===== src/rtl/rv_pkg.sv =====
// rv_pkg: shared constants and types for the RV32I fetch stage
package rv_pkg;
  localparam int XLEN = 32;
  localparam logic [31:0] NOP_INSTR = 32'h0000_0013;
  typedef enum logic {IDLE, RUN} fetch_state_t;
  typedef struct packed {
    logic [XLEN-1:0] pc;
    logic [XLEN-1:0] pc_plus4;
    logic [31:0]     instruction;
    logic            valid;
  } if_id_t;
endpackage


===== src/rtl/if_id_reg.sv =====
// if_id_reg: IF/ID pipeline register; a bubble keeps pc fields and clears the instruction
module if_id_reg
  import rv_pkg::*;
(
  input  logic   clk,
  input  logic   rstN,
  input  logic   load,
  input  logic   bubble,
  input  if_id_t data,
  output if_id_t q
);
  always_ff @(posedge clk or negedge rstN) begin
    if (!rstN) begin
      q <= '{pc: '0, pc_plus4: '0, instruction: NOP_INSTR, valid: 1'b0};
    end else if (bubble) begin
      q.instruction <= NOP_INSTR;
      q.valid       <= 1'b0;
    end else if (load) begin
      q <= data;
    end
  end
endmodule


===== src/rtl/if_stage.sv =====
// if_stage: RV32I instruction fetch with start gating, stalls and redirects
module if_stage
  import rv_pkg::*;
#(
  parameter int                    PC_WIDTH          = 32,
  parameter int                    INSTRUCTION_WIDTH = 32,
  parameter logic [PC_WIDTH-1:0]   RESET_PC          = '0
) (
  input  logic                         clk,
  input  logic                         rstN,
  input  logic                         start,
  input  logic                         stall,
  input  logic                         redirect,
  input  logic [PC_WIDTH-1:0]          redirect_pc,
  output logic [PC_WIDTH-1:0]          imem_addr,
  input  logic [INSTRUCTION_WIDTH-1:0] imem_instruction,
  output logic [PC_WIDTH-1:0]          id_pc,
  output logic [PC_WIDTH-1:0]          id_pc_plus4,
  output logic [INSTRUCTION_WIDTH-1:0] id_instruction,
  output logic                         id_valid,
  output logic                         misaligned
);
  fetch_state_t        state_q, state_d;
  logic [PC_WIDTH-1:0] pc_q, pc_d, pc_plus4;
  logic                misaligned_q, misaligned_d;
  logic                load, bubble;
  if_id_t              if_id_q;
  assign pc_plus4  = pc_q + PC_WIDTH'(4);
  assign imem_addr = pc_q;
  always_ff @(posedge clk or negedge rstN) begin
    if (!rstN) begin
      state_q      <= IDLE;
      pc_q         <= RESET_PC;
      misaligned_q <= 1'b0;
    end else begin
      state_q      <= state_d;
      pc_q         <= pc_d;
      misaligned_q <= misaligned_d;
    end
  end
  // redirect outranks stall so a taken branch is never lost behind a hazard
  always_comb begin
    state_d      = state_q;
    pc_d         = pc_q;
    misaligned_d = misaligned_q;
    load         = 1'b0;
    bubble       = 1'b0;
    if (state_q == IDLE) begin
      bubble  = 1'b1;
      state_d = start ? RUN : IDLE;
    end else if (redirect) begin
      bubble       = 1'b1;
      pc_d         = {redirect_pc[PC_WIDTH-1:2], 2'b00};
      misaligned_d = misaligned_q | (|redirect_pc[1:0]);
    end else if (!stall) begin
      load = 1'b1;
      pc_d = pc_plus4;
    end
  end
  if_id_reg u_if_id (
    .clk    (clk),
    .rstN   (rstN),
    .load   (load),
    .bubble (bubble),
    .data   ('{pc: pc_q, pc_plus4: pc_plus4, instruction: imem_instruction, valid: 1'b1}),
    .q      (if_id_q)
  );
  assign id_pc          = if_id_q.pc;
  assign id_pc_plus4    = if_id_q.pc_plus4;
  assign id_instruction = if_id_q.instruction;
  assign id_valid       = if_id_q.valid;
  assign misaligned     = misaligned_q;
endmodule


===== config.mk =====
export PLATFORM = sky130hd
export DESIGN_NAME = if_stage
export DESIGN_NICKNAME = d
export VERILOG_FILES = /design/src/rtl/rv_pkg.sv /design/src/rtl/if_id_reg.sv /design/src/rtl/if_stage.sv
export SDC_FILE = /design/constraint.sdc
export NUM_CORES = 1
export LEC_CHECK = 0
export ABC_CLOCK_PERIOD_IN_PS = 3100
export CAP_MARGIN = 20
export CORE_ASPECT_RATIO = 0.6
export CORE_MARGIN = 5
export CORE_UTILIZATION = 48
export DETAILED_ROUTE_END_ITERATION = 16
export PLACE_DENSITY = 0.84
export SETUP_SLACK_MARGIN = 0.5
export SLEW_MARGIN = 25
export SYNTH_ARGS = -nofsm -noshare
export SYNTH_HDL_FRONTEND = slang
export SYNTH_HIERARCHICAL = 1
export SYNTH_SLANG_ARGS = --single-unit
export TNS_END_PERCENT = 5

===== constraint.sdc =====
create_clock -name clk -period 3.1 [get_ports clk]
set_clock_uncertainty 0.1 [all_clocks]
set_input_delay 0.62 -clock clk [delete_from_list [all_inputs] [get_ports clk]]
set_output_delay 0.62 -clock clk [all_outputs]
set_load 0.05 [all_outputs]

# --- After elaboration in Yosys (flattened, before gate mapping) ---
# Index checks and enable logic that the tools add are counted.
word_totals:
  regBits: 131
  inputBits: 69
  output_inout_bits: 130
  wordCells: 27
op_classes:
  addsub: 1
  eq_ne: 1
  muxes: 11
  bitwise: 2
  n_reduce_logical: 5
op_table:
  columns: ["cell", "n"]
  rows:
  - ["$mux W33", 2]
  - ["$mux W32", 2]
  - ["$add A32 B3 Y32 const B", 1]
  - ["$mux W1", 7]
  - ["$reduce_and A2 Y1", 3]
  - ["$ne A2 B1 Y1 const B", 1]
  - ["$reduce_bool A2 Y1", 1]
  - ["$reduce_or A2 Y1", 1]
  - ["$not A1 Y1", 1]
  - ["$or A1 B1 Y1", 1]

# --- Logic depth before layout (Yosys ltp) ---
depth:
  word_depth: 5
  mapped_depth: 9

# --- Hierarchy ---
# Netlist, hierarchy kept.
modules_own_cells:
  columns: ["module", "instances", "cells_each", "area_per_inst_um2", "seq_area_each_um2"]
  rows:
  - ["if_id_reg", 1, 243, 4026.4, 2431.1]
  - ["if_stage", 1, 331, 2666.3, 800.8]

# --- Worst setup path after synthesis ---
# No wires, ideal clock.
synth_timing:
  kind: "reg2reg"
  start: "register pc_q[3] (netlist: imem_addr[3])"
  end: "register pc_q[30] (netlist: imem_addr[30])"
  t_arrival_ns: 2.320
  t_required_ns: 2.880
  slack_ns: 0.560
  path_stages_with_launch: 7
  synth_period_minus_slack_ns: 2.540
  cell_sequence: "dfrtp_1 > ha_1 > nand4_1 > or3_1 > clkbuf_2 > or4_1 > and3_1"
synth_via:
  elab_chain_len: 3
synth_rtl:
  columns: ["item", "line_no", "text"]
  rows:
  - ["start: declaration", "if_stage.sv:24", "logic [PC_WIDTH-1:0] pc_q, pc_d, pc_plus4;"]
  - ["start signal: assignment", "if_stage.sv:37", "pc_q <= pc_d;"]
  - ["$add A32 B3 Y32", "if_stage.sv:28", "assign pc_plus4 = pc_q + PC_WIDTH'(4);"]
  - ["$mux W32", "if_stage.sv:55", "end else if (!stall) begin"]
  - ["$mux W32", "if_stage.sv:51", "end else if (redirect) begin"]
# Every way passes these cells. The select of a mux whose other input is x is not followed.
# A chain may end at the register's enable or synchronous reset.

# --- Worst setup path after layout ---
layout_timing:
  start: "register pc_q[15] (netlist: imem_addr[15])"
  end: "output port imem_addr[15]"
layout_lines:
  columns: ["item", "line_no", "text"]
  rows:
  - ["end: declaration", "if_stage.sv:15", "output logic [PC_WIDTH-1:0] imem_addr,"]
# No word-level cell between the ends.

==> impl_metrics.yaml <==
outcome:
  status: "complete, no violations"
layout:
  fin_cells: 974
  area_growth_pct: 39.6
  n_antenna_cell: 0
  nets: 839
  layout-drive-gt1-share_pct: 17.5
  stdcell_area_um2: 9340
critical_path:
  cp_slowest_stage_delay_ps: 890
  crit_chain: "clkdlybuf4s50_1"
  cp.arrival_ps: 1920
  critPathRequiredTime_ps: 2380
  crit_path_start_kind: "register"
  end_kind: "output pin"
  slowest_stage: "clkdlybuf4s50_1"
  path_class: "register to output pin"
  critPathBufInv: 1
  critPathMaxFanout: 11
  crit_family: "buffers and inverters"
logic_synthesis:
  async_flop_share_pct: 100
  yosys_warnings: 6
  synth-seq-cells: 129
  avgSynthCellArea_um2: 11.7
  yosys.cell_types.count: 72
  synthFlopType: "dfrtp_1"
  ys_seq_area_share_pct: 48.3
  netlist_instances: 574
  synth_edf_count: 0
  synth_area_um2: 6690
routing:
  drc: 0
  wirelength_um: 19600
  wl_per_cell_um: 20.1
  drtAntennaViolNets: 0
  vias: 5482
  drtIter0Drc: 459
  avgViaCountPerCell: 5.63
  dr.pass1.iters: 5
placed_design:
  dp_cells: 942
  place_area_um2: 8740
  place.port_buffers: 196
  place_congestion: 0.872
  dp_hpwl_um: 14000
timing:
  setup_viol: 0
  maxSlewViolCount: 0
  hold_viol_final: 0
  tightest_slew_ps: 844
  fin_crit_ps: 2640
  tns_ps: 0
  rsz0062_at_grt: "yes"
  fin_crit_sh_pct: 85.2
  timing.fmax_mhz: 379
  max-slew-margin-rel_pct: 43.4
clock_tree:
  cts_tree: "done"
  clk_path_buf_depth: 2
  htree_levels: 4
  cts_setup_buffers: 0
  cts.clk_slew.worst_paths_ps: 60
  cts_buffers: 17
  numClockSinks: 129
  clkLatencyLatePin_ps: 420
  cts_root_buf: "clkbuf_16"
floorplanning:
  row_count: 33
  io_pins: 199
  die_w_um: 162
  die_y_um: 101
  die_area_um2: 16500
  design.core.area_um2: 13700
  start_util_pct: 49.0
grt:
  grt_usage_pct: 24.0
  antenna_found_initial: 0
  grt_pass1_wl_um: 31000
  grt_pass1_vias: 5639
  grt_overflow_total: 0
  grt_start_max_net_pins: 77
power_and_ir_drop:
  p_per_area_nw_per_um2: 732
  cellLeakagePower_nw: 3.92
  finalPower_mw: 6.84
  peakVddDrop_mv: 0.445
hold_path:
  hold_path_class: "input pin to asynchronous set/reset pin"
run:
  drv_cap: 0
==> where the power goes <==
part / switching (mW) / internal, mW / total, mW / leakage (nW)
clock: 0.832 / 1.21 / 2.04 / 0.289
sequential: 0.276 / 1.98 / 2.26 / 1.57
combinational: 1.54 / 0.994 / 2.54 / 2.06
==> through the flow <==
| stage | setup WS (ps) | util [%] | hold slack, ps |
|---|---|---|---|
| 6_report | 460 | 68.4 | 112 |
| 5_1_grt | 435 | 68.4 | 183 |
| 4_1_cts | 465 | 68.4 | 149 |
| 3_5_place_dp | 389 | 64.0 | 364 |
| 3_3_place_gp | 436 | 64.0 | 363 |
| 2_1_floorplan | 560 | - | 224 |
==> registers in the layout, summed over array words and instances (netlist names) <==
name / count
imem_addr: 30
misaligned: 1
state_q: 1
u_if_id/q: 97
==> placed cells by master (no fill, tap or decap), types with 4 or more instances in the layout <==
master,Yosys,layout
clkdlybuf4s50_1,0,193
dfrtp_1,126,126
mux2_4,60,60
nor2_1,51,51
mux2i_1,32,32
nand2_1,23,23
nand3_1,22,22
buf_4,6,19
clkbuf_16,0,17
xnor2_1,15,15
o21ai_0,16,15
nand4_1,13,13
xor2_1,13,13
nor3_1,12,12
a21oi_1,12,12
nor4_1,11,11
inv_1,10,9
and4_1,7,7
o211ai_1,7,7
o22ai_1,7,7
conb_1,2,7
or3_1,6,6
and3_1,6,6
nor2b_1,6,6
inv_6,0,6
a22oi_1,4,4
o2bb2ai_1,4,4
a211o_1,4,4
mux2_2,4,4
==> logic make-up (layout without fill, tap and decap cells) <==
group           Yosys count  in the layout  synth area share [%]
fa+ha+maj                 1              1                 0.187
flops                   129            129                  48.3
xor+xnor                 28             28                  3.66
compound gates           81             81                  8.38
other cells               2              7                 0.112
buf+inv                  57            260                  5.89
mux                      96             96                  18.9
simple gates            180            180                  14.6
==> cells in the mapped netlist, types with 2 or more instances <==
cell type  instances  area share [%]
and2_1             2            0.19
nor2_1            51             2.9
o2bb2ai_1          4            0.52
mux2_4            60              13
o31ai_1            3            0.34
conb_1             2            0.11
and3_1             6            0.56
nor3b_1            2            0.22
dfstp_2            3             1.2
buf_6              3            0.50
clkbuf_2           2            0.15
mux2_2             4            0.67
nand4_1           13             1.2
dfrtp_1          126              47
buf_4              6            0.67
o22ai_1            7            0.65
clkbuf_1          20             1.1
and4_1             7            0.92
a31oi_1            3            0.28
or2_2              3            0.28
inv_1             10            0.56
o21ai_0           16             1.2
nor3_1            12            0.90
nand2_1           23             1.3
buf_2              6            0.45
o211ai_1           7            0.79
buf_12             6             1.8
nor2b_1            6            0.56
a32oi_1            2            0.26
nand3_1           22             1.6
a211oi_1           3            0.34
xor2_1            13             1.7
a22oi_1            4            0.45
a2bb2oi_1          3            0.39
or4_1              3            0.34
mux2i_1           32             4.8
a211o_1            4            0.52
a21oi_1           12            0.90
xnor2_1           15             2.0
or3_1              6            0.56
nor4_1            11             1.0
==> cell type report <==
cell class,instances,area [um2]
clock buffer,17,425
clock inverter,15,173
fill,1012,4320
inverter,11,41.3
multi-input combinational,393,3090
sequential,129,3230
tap,192,240
timing repair buffer,217,2150
==> per-layer routing <==
metal	GRT usage, %	share of wire [%]
met1	34.4	45
met2	36.1	45
met3	6.55	8.8
met4	6.43	1.2
met5	0	0
==> final timing paths <==
check,cells past startpoint,slack [ps],end,start
min in group clk,1,380,misaligned$_DFFE_PN0P_,misaligned$_DFFE_PN0P_
worst min-delay path,1,110,u_if_id/q[6]$_DFFE_PN0P_,rstN
max in group asynchronous,2,2060,imem_addr[7]$_DFFE_PN0P_,rstN
worst max register to register,6,620,u_if_id/q[51]$_DFFE_PN0P_,imem_addr[3]$_DFFE_PN0P_
worst max-delay path,1,460,imem_addr[15],imem_addr[15]$_DFFE_PN0P_
worst min register to register,1,380,misaligned$_DFFE_PN0P_,misaligned$_DFFE_PN0P_
==> what timing repair did <==
action | 4_1_cts | 5_1_grt
hold buffers | 0 | 0
gates resized for setup | 1 | 1
setup endpoints to repair | 4 | 11
pin swaps | 0 | 0
Power figures use the tool's default switching activity.
